File: src/rtl/mem_pkg.sv
// Shared SRAM command types, widths and the rotating-priority grant function.
package mem_pkg;
  localparam int MEM_AW  = 4;
  localparam int MEM_DW  = 8;
  localparam int MAX_REQ = 4;

  typedef struct packed {
    logic              we;
    logic [MEM_AW-1:0] addr;
    logic [MEM_DW-1:0] wdata;
  } mem_cmd_t;

  // First set bit of req at or after ptr, wrapping at n; bits at or above n are ignored.
  function automatic logic [MAX_REQ-1:0] rr_grant(input logic [MAX_REQ-1:0] req,
                                                  input logic [1:0]         ptr,
                                                  input logic [2:0]         n);
    logic [MAX_REQ-1:0] gnt;
    logic [2:0]         idx;
    gnt = '0;
    // Walk from the farthest offset down so the nearest requester wins last.
    for (int k = MAX_REQ - 1; k >= 0; k--) begin
      idx = {1'b0, ptr} + 3'(k);
      if (idx >= n) idx = idx - n;
      if ((3'(k) < n) && req[idx[1:0]]) begin
        gnt = '0;
        gnt[idx[1:0]] = 1'b1;
      end
    end
    return gnt;
  endfunction
endpackage

File: src/rtl/sram_arb_pick.sv
// One-hot picker: first asserted request at or after ptr, with wrap-around.
module sram_arb_pick
  import mem_pkg::*;
#(
  parameter int NREQ = 2,
  parameter int PW   = (NREQ > 1) ? $clog2(NREQ) : 1
) (
  input  logic [NREQ-1:0] req,
  input  logic [PW-1:0]   ptr,
  output logic [NREQ-1:0] gnt
);
  logic [MAX_REQ-1:0] req_x, gnt_x;
  logic               unused_gnt;

  always_comb begin
    req_x            = '0;
    req_x[NREQ-1:0]  = req;
  end

  assign gnt_x      = rr_grant(req_x, 2'(ptr), 3'(NREQ));
  assign gnt        = gnt_x[NREQ-1:0];
  assign unused_gnt = ^gnt_x;
endmodule

File: src/rtl/sram_arbiter.sv
// NREQ-port arbiter in front of a single-port SRAM, 1-cycle read return.
// Define SRAM_ARB_RR_EN for round-robin; otherwise fixed priority (port 0 highest).
module sram_arbiter
  import mem_pkg::*;
#(
  parameter int NREQ = 2
) (
  input  logic                       clk,
  input  logic                       rst,
  input  logic     [NREQ-1:0]        req_valid,
  input  mem_cmd_t [NREQ-1:0]        req_cmd,
  output logic     [NREQ-1:0]        req_ready,
  output logic     [NREQ-1:0]        rsp_valid,
  output logic     [MEM_DW-1:0]      rsp_data,
  output mem_cmd_t                   mem_cmd,
  input  logic     [MEM_DW-1:0]      mem_rdata
);
  localparam int PW = (NREQ > 1) ? $clog2(NREQ) : 1;

  logic [NREQ-1:0] pick_gnt, gnt;
  logic [PW-1:0]   ptr, gidx, pend_id;
  logic            pend;

  sram_arb_pick #(.NREQ(NREQ), .PW(PW)) u_pick (
    .req (req_valid),
    .ptr (ptr),
    .gnt (pick_gnt)
  );

  assign gnt       = rst ? '0 : pick_gnt;
  assign req_ready = gnt;

  always_comb begin
    gidx    = '0;
    mem_cmd = '0;
    for (int i = 0; i < NREQ; i++) begin
      if (gnt[i]) begin
        gidx    = PW'(i);
        mem_cmd = req_cmd[i];
      end
    end
  end

`ifdef SRAM_ARB_RR_EN
  always_ff @(posedge clk) begin
    if (rst)        ptr <= '0;
    else if (|gnt)  ptr <= (gidx == PW'(NREQ - 1)) ? '0 : gidx + 1'b1;
  end
`else
  assign ptr = '0;
`endif

  always_ff @(posedge clk) begin
    if (rst) begin
      pend    <= 1'b0;
      pend_id <= '0;
    end else begin
      pend    <= (|gnt) & ~mem_cmd.we;
      pend_id <= gidx;
    end
  end

  // A read issued just before reset must not surface while reset is held.
  always_comb begin
    for (int i = 0; i < NREQ; i++)
      rsp_valid[i] = pend & ~rst & (pend_id == PW'(i));
  end

  assign rsp_data = (|rsp_valid) ? mem_rdata : '0;
endmodule

File: config.mk
export PLATFORM = sky130hd
export DESIGN_NAME = sram_arbiter
export DESIGN_NICKNAME = d
export VERILOG_FILES = /design/src/rtl/mem_pkg.sv /design/src/rtl/sram_arb_pick.sv /design/src/rtl/sram_arbiter.sv
export SDC_FILE = /design/constraint.sdc
export NUM_CORES = 1
export LEC_CHECK = 0
export ABC_AREA = 1
export CAP_MARGIN = 20
export CORE_MARGIN = 8
export CORE_UTILIZATION = 21
export DETAILED_ROUTE_END_ITERATION = 8
export GPL_TIMING_DRIVEN = 0
export HOLD_SLACK_MARGIN = 0.08
export PLACE_DENSITY = 0.81
export SYNTH_ARGS = -nofsm -noshare
export SYNTH_HDL_FRONTEND = slang
export SYNTH_SLANG_ARGS = --single-unit
File: constraint.sdc
create_clock -name clk -period 1.9 [get_ports clk]
set_clock_uncertainty 0.2 [all_clocks]
set_input_delay 0.38 -clock clk [delete_from_list [all_inputs] [get_ports clk]]
set_output_delay 0.38 -clock clk [all_outputs]
set_load 0.005 [all_outputs]
==> metrics.md <==
| Metric | Value |
|---|---|
| P_int | `around 230 uW` |
| CTS clk-pin slew, worst paths | `about 0.030 ns` |
| Layout cell share with drive strength beyond 1 | `0.186` |
| Post-synthesis net count | `111` |
| Max cap viols | `0` |
| Distinct cells, synth | `12` |
| Setup WS pre-CTS | `-0.628 ns` |
| Antenna diode count | `0` |
| # nets final | `around 190` |
| First-pass GRT wire length | `~3300 um` |
| Post-route ant nets | `0` |
| Routed WL | `between 1500 and 2000 um` |
| Initial Util | `0.223` |
| #FFs+latches synth | `2` |
| Critical Path End Type | `primary output` |
| Die H | `approximately 56 um` |
| DP HPWL | `1580 um` |
| Flop pwr share | `0.146` |
| Vias | `between 600 and 700` |
| Switching portion of total power | `0.267` |
| CTS tree | `done` |
| Worst-Margin Slew | `approximately 0.15 ns` |
| CTS Buf Count | `3` |
| Top-Level Pins | `63` |
| Gate power share | `0.555` |
| Final setup viols | `0` |
| CP required | `between 1 and 1.5 ns` |
| Chip Width | `56.0 um` |
| All-layer global routing usage | `0.128` |
| Max-slew violation count | `0` |
| Worst setup margin | `~0.038 ns` |
| Wire per inst | `12.0 um` |
| Static Leakage | `about 0.63 nW` |
| Hold_buf cts | `0` |
| Final Hold Viols | `0` |
| Clock root cell | `clkbuf_4` |
| Placed Cells | `between 150 and 200` |
| Power consumption | `around 320 uW` |
| Non-Filler Instances | `approximately 160` |
| DRC viols | `0` |
| Status | `complete, no violations` |
| Synth warnings | `0` |
| FMAX | `537 MHz` |
| Buffers added on ports | `62` |
| Worst vdd ir | `~0.16 mV` |
| Final GP Congestion | `0.678` |
| Max transition margin | `0.897` |
| CP max FO | `5` |
| Net Sw Power | `84.6 uW` |
| Row cnt | `14` |
| Post-route minimum period | `about 1.9 ns` |
| Unrepaired setup endpoints after global routing | `no` |
| Avg Inst Size Synth | `around 4.6 um2` |
| Congestion Overflow GR | `0` |
| Iter 0 DRT Violations | `4` |
| Initial antenna violation count | `0` |
| CTS Sinks | `2` |
| Largest net degree at the start of global routing | `11` |
| CP Launch Type | `primary input` |
| Worst Setup Path Type | `in -> out` |
| CP arrival | `between 1 and 1.5 ns` |
| Seq/Total Area, Yosys | `0.119` |
| Die footprint | `about 3100 um2` |
| Vias in the first global route | `731` |
| Core area | `1510 um2` |
| Filler instances | `150` |
| Area grow syn2layout | `210%` |
| Drt first pass iters | `2` |
| Setup TNS | `0 ns` |
| Bufs on Longest Clock Path | `2` |
| Layout Utilization | `0.694` |
| Clock power frac | `0.299` |
| Min-delay worst type | `in -> reg` |
| Fin crit share | `0.980` |
| Post-Synthesis Cells | `73` |
| PwrDens | `about 300 nW/um2` |
| Via density | `roughly 4.1` |
| Mapped cell area | `about 340 um2` |
| CTS HTree Levels | `1` |
path summary, 6_finish.rpt:
check	depth (start not counted)	slack [ns]	from	to
max	6	0.04	req_valid[1]	req_ready[1]
min	3	0.28	req_valid[0]	pend$_SDFF_PP0_
power by group through the flow:
stage | clock network, mW | registers (mW) | logic, mW
after floorplan | 0 | 0.0460 | 0.0423
after global routing | 0.100 | 0.0468 | 0.195
after detailed placement | 0 | 0.0461 | 0.177
after global placement | 0 | 0.0461 | 0.174
after CTS | 0.102 | 0.0465 | 0.178
final | 0.0948 | 0.0465 | 0.176
cell usage in the layout, fill, tap and decap left out, drive strengths merged:
cell type	n
clkdlybuf4s15	4
dlygate4sd2	16
nor2	13
dfxtp	2
dlymetal6s2s	1
buf	13
inv	13
o21ai	1
clkbuf	7
clkdlybuf4s50	34
nand2	40
nand3	1
flip-flops by register name (all words and copies together) (netlist names):
| signal | cells |
|---|---|
| pend | 1 |
| pend_id | 1 |
Yosys cell counts:
| cell type | n | area share |
|---|---|---|
| o21ai_0 | 1 | 0.015 |
| nor2_1 | 11 | 0.12 |
| nor2_4 | 1 | 0.033 |
| buf_4 | 2 | 0.045 |
| buf_6 | 1 | 0.033 |
| nand2_2 | 1 | 0.019 |
| dfxtp_1 | 2 | 0.12 |
| inv_1 | 12 | 0.13 |
| nand2_1 | 39 | 0.43 |
| nand3_1 | 1 | 0.015 |
| nor2_2 | 1 | 0.019 |
| inv_2 | 1 | 0.011 |
logic make-up (layout without fill, tap and decap cells):
group / count (synthesis) / count (layout) / share of synthesized area
and+or+nand+nor: 54 / 54 / 0.643
DFF: 2 / 2 / 0.119
AOI/OAI and AO/OA: 1 / 1 / 0.0149
buffers and inverters: 16 / 88 / 0.223
per-layer routing:
layer	vias to the layer above	GRT usage	wire [um]
li1	351	-	-
met1	269	0.147	844
met2	44	0.182	854
met3	0	0.0753	235
met4	0	0.0619	0
met5	-	0	0
worst max-delay path, stage by stage:
cell and delay, ns:
dlygate4sd2_1 0.26, nand2_2 0.09, inv_4 0.05, buf_6 0.12, buf_4 0.12, dlygate4sd2_1 0.25
through the flow:
stage,hold WS (ns),cell area [um2]
detailed placement,0.816,977
CTS,0.258,1050
global placement,0.809,977
global route,0.281,1040
floorplan,0.291,337
finish,0.277,1040
timing repair:
item / 4_1_cts / 5_1_grt
resized for setup: 52 / 10
endpoints found under the hold margin: 0 / 0
endpoints found under the setup margin: 25 / 10
gates cloned: 2 / 0
pin swaps: 2 / 2
buffers inserted: 3 / 2
layout make-up:
class,count,area [um2],area share
Buffer,3,30.0,0.0287
Clock buffer,3,22.5,0.0216
Inverter,13,51.3,0.0491
Multi-Input combinational cell,55,234,0.224
Sequential cell,2,40.0,0.0383
Tap cell,16,20.0,0.0192
Timing Repair Buffer,69,647,0.619
Note: power is estimated with default switching activity, not from simulation.
==> RTL edit 1, RTL diff (config.mk and constraints unchanged) <==
Add a define of `SRAM_ARB_RR_EN`.
--- a/src/rtl/sram_arbiter.sv
+++ b/src/rtl/sram_arbiter.sv
@@ -1,5 +1,7 @@
 // NREQ-port arbiter in front of a single-port SRAM, 1-cycle read return.
 // Define SRAM_ARB_RR_EN for round-robin; otherwise fixed priority (port 0 highest).
+`define SRAM_ARB_RR_EN
+
 module sram_arbiter
   import mem_pkg::*;
 #(
Behaviour: not the same (Yosys sat finds a counterexample within 4 cycles, from zero or initial values and one cycle with rst high).
==> RTL edit 1 against the original RTL <==
Critical path depth decreased by 2. Cell area is 1.7% higher. Sequential cell count increased by 1. Sequential power rose by 54%. Worst setup slack improved by 0.023 ns. Wire length increased by 12%. Synthesized area up 18%. Total power up 17%. Utilization decreased by 8.5 points. Worst hold slack worse by 0.085 ns. Critical endpoint is now mem_cmd[12].
==> RTL edit 1: results (changes against the original RTL) <==
[synthesis]
yosys-top-cells-count=39 x nand2_1, 11 x nor2_1, 10 x inv_1  ; was 39 x nand2_1, 12 x inv_1, 11 x nor2_1
synth_compound_area_share_pct=2.524  ; was 1.487%
mappedNetlistNets=117  ; was 111
synthCells=79  ; was 73
ys_types=16  ; was 12

[power_and_ir_drop]
p_leak_nw=0.6329  ; was 0.6283 nW
peakVddDrop_v=0.0004002  ; was 0.0001612 V

[placement]
dp.cells=166  ; was 151
hpwl_um=1761  ; was 1581 um
gp_congestion=0.7810  ; was 0.6781
post-place-ws_ns=-0.6524  ; was -0.6285 ns

[routing]
viasPerCell=4.058  ; was 4.124
wirelength_um=2157  ; was 1934 um
wl_per_cell_um=12.47  ; was 12.01 um

[global_route]
grt_pass1_vias=699  ; was 731
grtUsageMet2_pct=19.57  ; was 18.23%
grtUsageMet1_pct=11.89  ; was 14.71%
met3_usage_pct=5.857  ; was 7.534%

[status]
outcome=complete, no violations  ; unchanged

[clocking]
post-cts-setup-buffer-count=4  ; was 3
cts_resized=55  ; was 52

[cells_and_area]
reg_top3=pend: 1 flops, pend_id: 1 flops, ptr: 1 flops  ; was pend: 1 flops, pend_id: 1 flops
drive_gt1_share_pct=20.95  ; was 18.62%

[critical_path]
slowest_stage=clkdlybuf4s50_1  ; was dlygate4sd2_1
cp.arrival_ns=1.26  ; was 1.28 ns

[timing]
hold_ws_ns=0.1919  ; was 0.2773 ns
slew_headroom_pct=90.53  ; was 89.65%

## RTL edit 1: path summary, 6_finish.rpt
path,startpoint,endpoint,depth (start not counted)
max reg2reg,ptr,pend,6
max,req_cmd[12],mem_cmd[12],4
min reg2reg,ptr,ptr,2
min,rst,ptr,2
## RTL edit 1: where the power goes
part           switching [mW]  internal [mW]
registers             0.00355         0.0681
clock network          0.0387         0.0791
logic                  0.0655          0.117
## RTL edit 1: final cells by class
type / count / area (um2) / area share (%)
timing repair buffer: 66 / 601.8 / 56.65
sequential: 3 / 61.31 / 5.771
multi-input combinational: 60 / 271.5 / 25.56
inverter: 13 / 51.30 / 4.829
clock buffer: 4 / 26.28 / 2.473
buffer: 2 / 18.77 / 1.767
tap: 25 / 31.28 / 2.945
## RTL edit 1: logic make-up after synthesis
kind of cell | count (synthesis)
AO/OA/AOI/OAI | 2
buffers and inverters | 16
flip-flops | 3
AND/OR/NAND/NOR | 58
==> RTL edit 2, RTL diff (same settings) <==
Made on the original files. `MEM_DW`: 8 -> 12.
--- a/src/rtl/mem_pkg.sv
+++ b/src/rtl/mem_pkg.sv
@@ -1,7 +1,7 @@
 // Shared SRAM command types, widths and the rotating-priority grant function.
 package mem_pkg;
   localparam int MEM_AW  = 4;
-  localparam int MEM_DW  = 8;
+  localparam int MEM_DW  = 12;
   localparam int MAX_REQ = 4;
 
   typedef struct packed {
Interface: changed (resized mem_cmd, mem_rdata, req_cmd and rsp_data); port bits go from 63 to 83. No check against the original RTL was run, so the function may have changed too.
==> RTL edit 2 against the original RTL <==
First-iteration DRC count grew to 6.5 times the old value. Critical path type unchanged. Wire length grew 31%. Critical endpoint is now mem_cmd[9]. Sequential cell count is the same. Largest power group unchanged. Synthesized area grew 37%. Cell count grew 36%. Worst setup slack gained 0.018 ns. Total power grew 22%. Cell area grew 38%.
==> RTL edit 2: results (changes against the original RTL) <==
[placement]
hpwl_um=2114  ; was 1581 um
post-place-ws_ns=-0.6799  ; was -0.6285 ns
gp_congestion=0.7439  ; was 0.6781
portBuffers=82  ; was 62

[critical_path]
crit_start=req_valid[0]  ; was req_valid[1]
slowest_stage=buf_4  ; was dlygate4sd2_1
crit_end=mem_cmd[9]  ; was req_ready[1]
cp.arrival_ns=1.26  ; was 1.28 ns
critPathMaxStageDelay_ns=0.13  ; was 0.26 ns

[synthesis]
synth_area_leaders=nand2_1 33%, nand2_2 16%, inv_1 13%  ; was nand2_1 43%, inv_1 13%, nor2_1 12%
mappedNetlistNets=144  ; was 111
dominantRegCellSynth=dfxtp_1  ; unchanged
ys_types=13  ; was 12
yosys-top-cells-count=40 x nand2_1, 16 x inv_1, 15 x nor2_1  ; was 39 x nand2_1, 12 x inv_1, 11 x nor2_1
yosysSeqAreaShare_pct=8.672  ; was 11.90%

[timing]
worst_pin_slew_ns=0.1644  ; was 0.1549 ns
fin_ws_ns=0.05665  ; was 0.03829 ns

[cells_and_area]
drive_gt1_share_pct=24.08  ; was 18.62%
fin_nets=243  ; was 185
n_antenna_cell=0  ; unchanged

[worst_hold_path]
hp-start=rst  ; was req_valid[0]
min_to=pend  ; unchanged
worst_hold_path.num_cells=4  ; was 3

[power_and_ir_drop]
p_leak_nw=0.8280  ; was 0.6283 nW
power_density_mw_per_mm2=268.6  ; was 303.8 mW/mm2
clkPwrFrac_pct=24.8  ; was 29.9%
peakVddDrop_v=0.0002410  ; was 0.0001612 V
power.internal_mw=0.2806  ; was 0.2328 mW
pwr-share-comb_pct=63.4  ; was 55.5%

[global_route]
grt_pass1_wl_um=4319  ; was 3284 um
grt.total_usage_pct=13.08  ; was 12.78%
grtUsageMet1_pct=11.00  ; was 14.71%
grtUsageMet2_pct=25.48  ; was 18.23%
met3_usage_pct=5.735  ; was 7.534%
grt_pass1_vias=1000  ; was 731

[routing]
wl_per_cell_um=11.55  ; was 12.01 um
dr.max_layer_used=met4  ; was met3
first_pass_iters=3  ; was 2
dr_wl_met3_um=248  ; was 235 um
drt_iter0_markers=26  ; was 4
wl_met2_um=1412  ; was 854 um
m1WireLength_um=847  ; was 844 um
vias=875  ; was 664

[status]
outcome=complete, no violations  ; unchanged

[die]
die_area_mm2=0.003955  ; was 0.003140 mm2

RTL edit 2: changes by cell type in the layout (fill, tap and decap cells not counted), sizes merged:
| cell | unedited run | this run |
|---|---|---|
| buf | 13 | 24 |
| clkbuf | 7 | 5 |
| clkdlybuf4s15 | 4 | 3 |
| clkdlybuf4s50 | 34 | 48 |
| dlygate4sd2 | 16 | 21 |
| dlymetal6s2s | 1 | 0 |
| inv | 13 | 17 |
| nand2 | 40 | 52 |
| nor2 | 13 | 17 |
RTL edit 2: worst max-delay path: cells and delay by family:
family                 cells  cell delay [ns]
AND/OR/NAND/NOR            4             0.25
buffers and inverters      6             0.63
RTL edit 2: layout make-up:
cell class	instances	area (um2)
fillers	199	708.2
well taps	28	35.03
clock buffers	3	22.52
multi-input cells	71	321.6
plain buffers	4	46.29
flip-flops and latches	2	40.04
inverters	17	66.31
repair buffers	94	908.4
RTL edit 2: through the flow:
stage / hold slack, ns / utilization [%] / std cells / setup TNS (ns) / cell area, um2
3_5_place_dp: 0.8392 / 61.33 / 204 / -18.82 / 1318
2_1_floorplan: 0.3103 / - / 94 / 0 / 461.7
5_1_grt: 0.3073 / 67.04 / 219 / -0.0003139 / 1440
6_report: 0.2818 / 67.04 / 219 / 0 / 1440
4_1_cts: 0.2875 / 66.57 / 219 / -0.02004 / 1430
3_3_place_gp: 0.8197 / 61.33 / 204 / -18.01 / 1318
RTL edit 2: cells by family (layout without fill, tap and decap cells):
family	after synthesis	in the layout	synth area share (%)
and+or+nand+nor	70	70	65.85
buffers and inverters	21	118	24.39
DFF	2	2	8.672
AOI/OAI and AO/OA	1	1	1.083
RTL edit 2: repair_timing:
item | CTS | global route
pin swaps | 3 | 3
buffers inserted | 10 | 0
gates cloned | 2 | 0
endpoints found under the setup margin | 33 | 11
gates resized for setup | 69 | 13
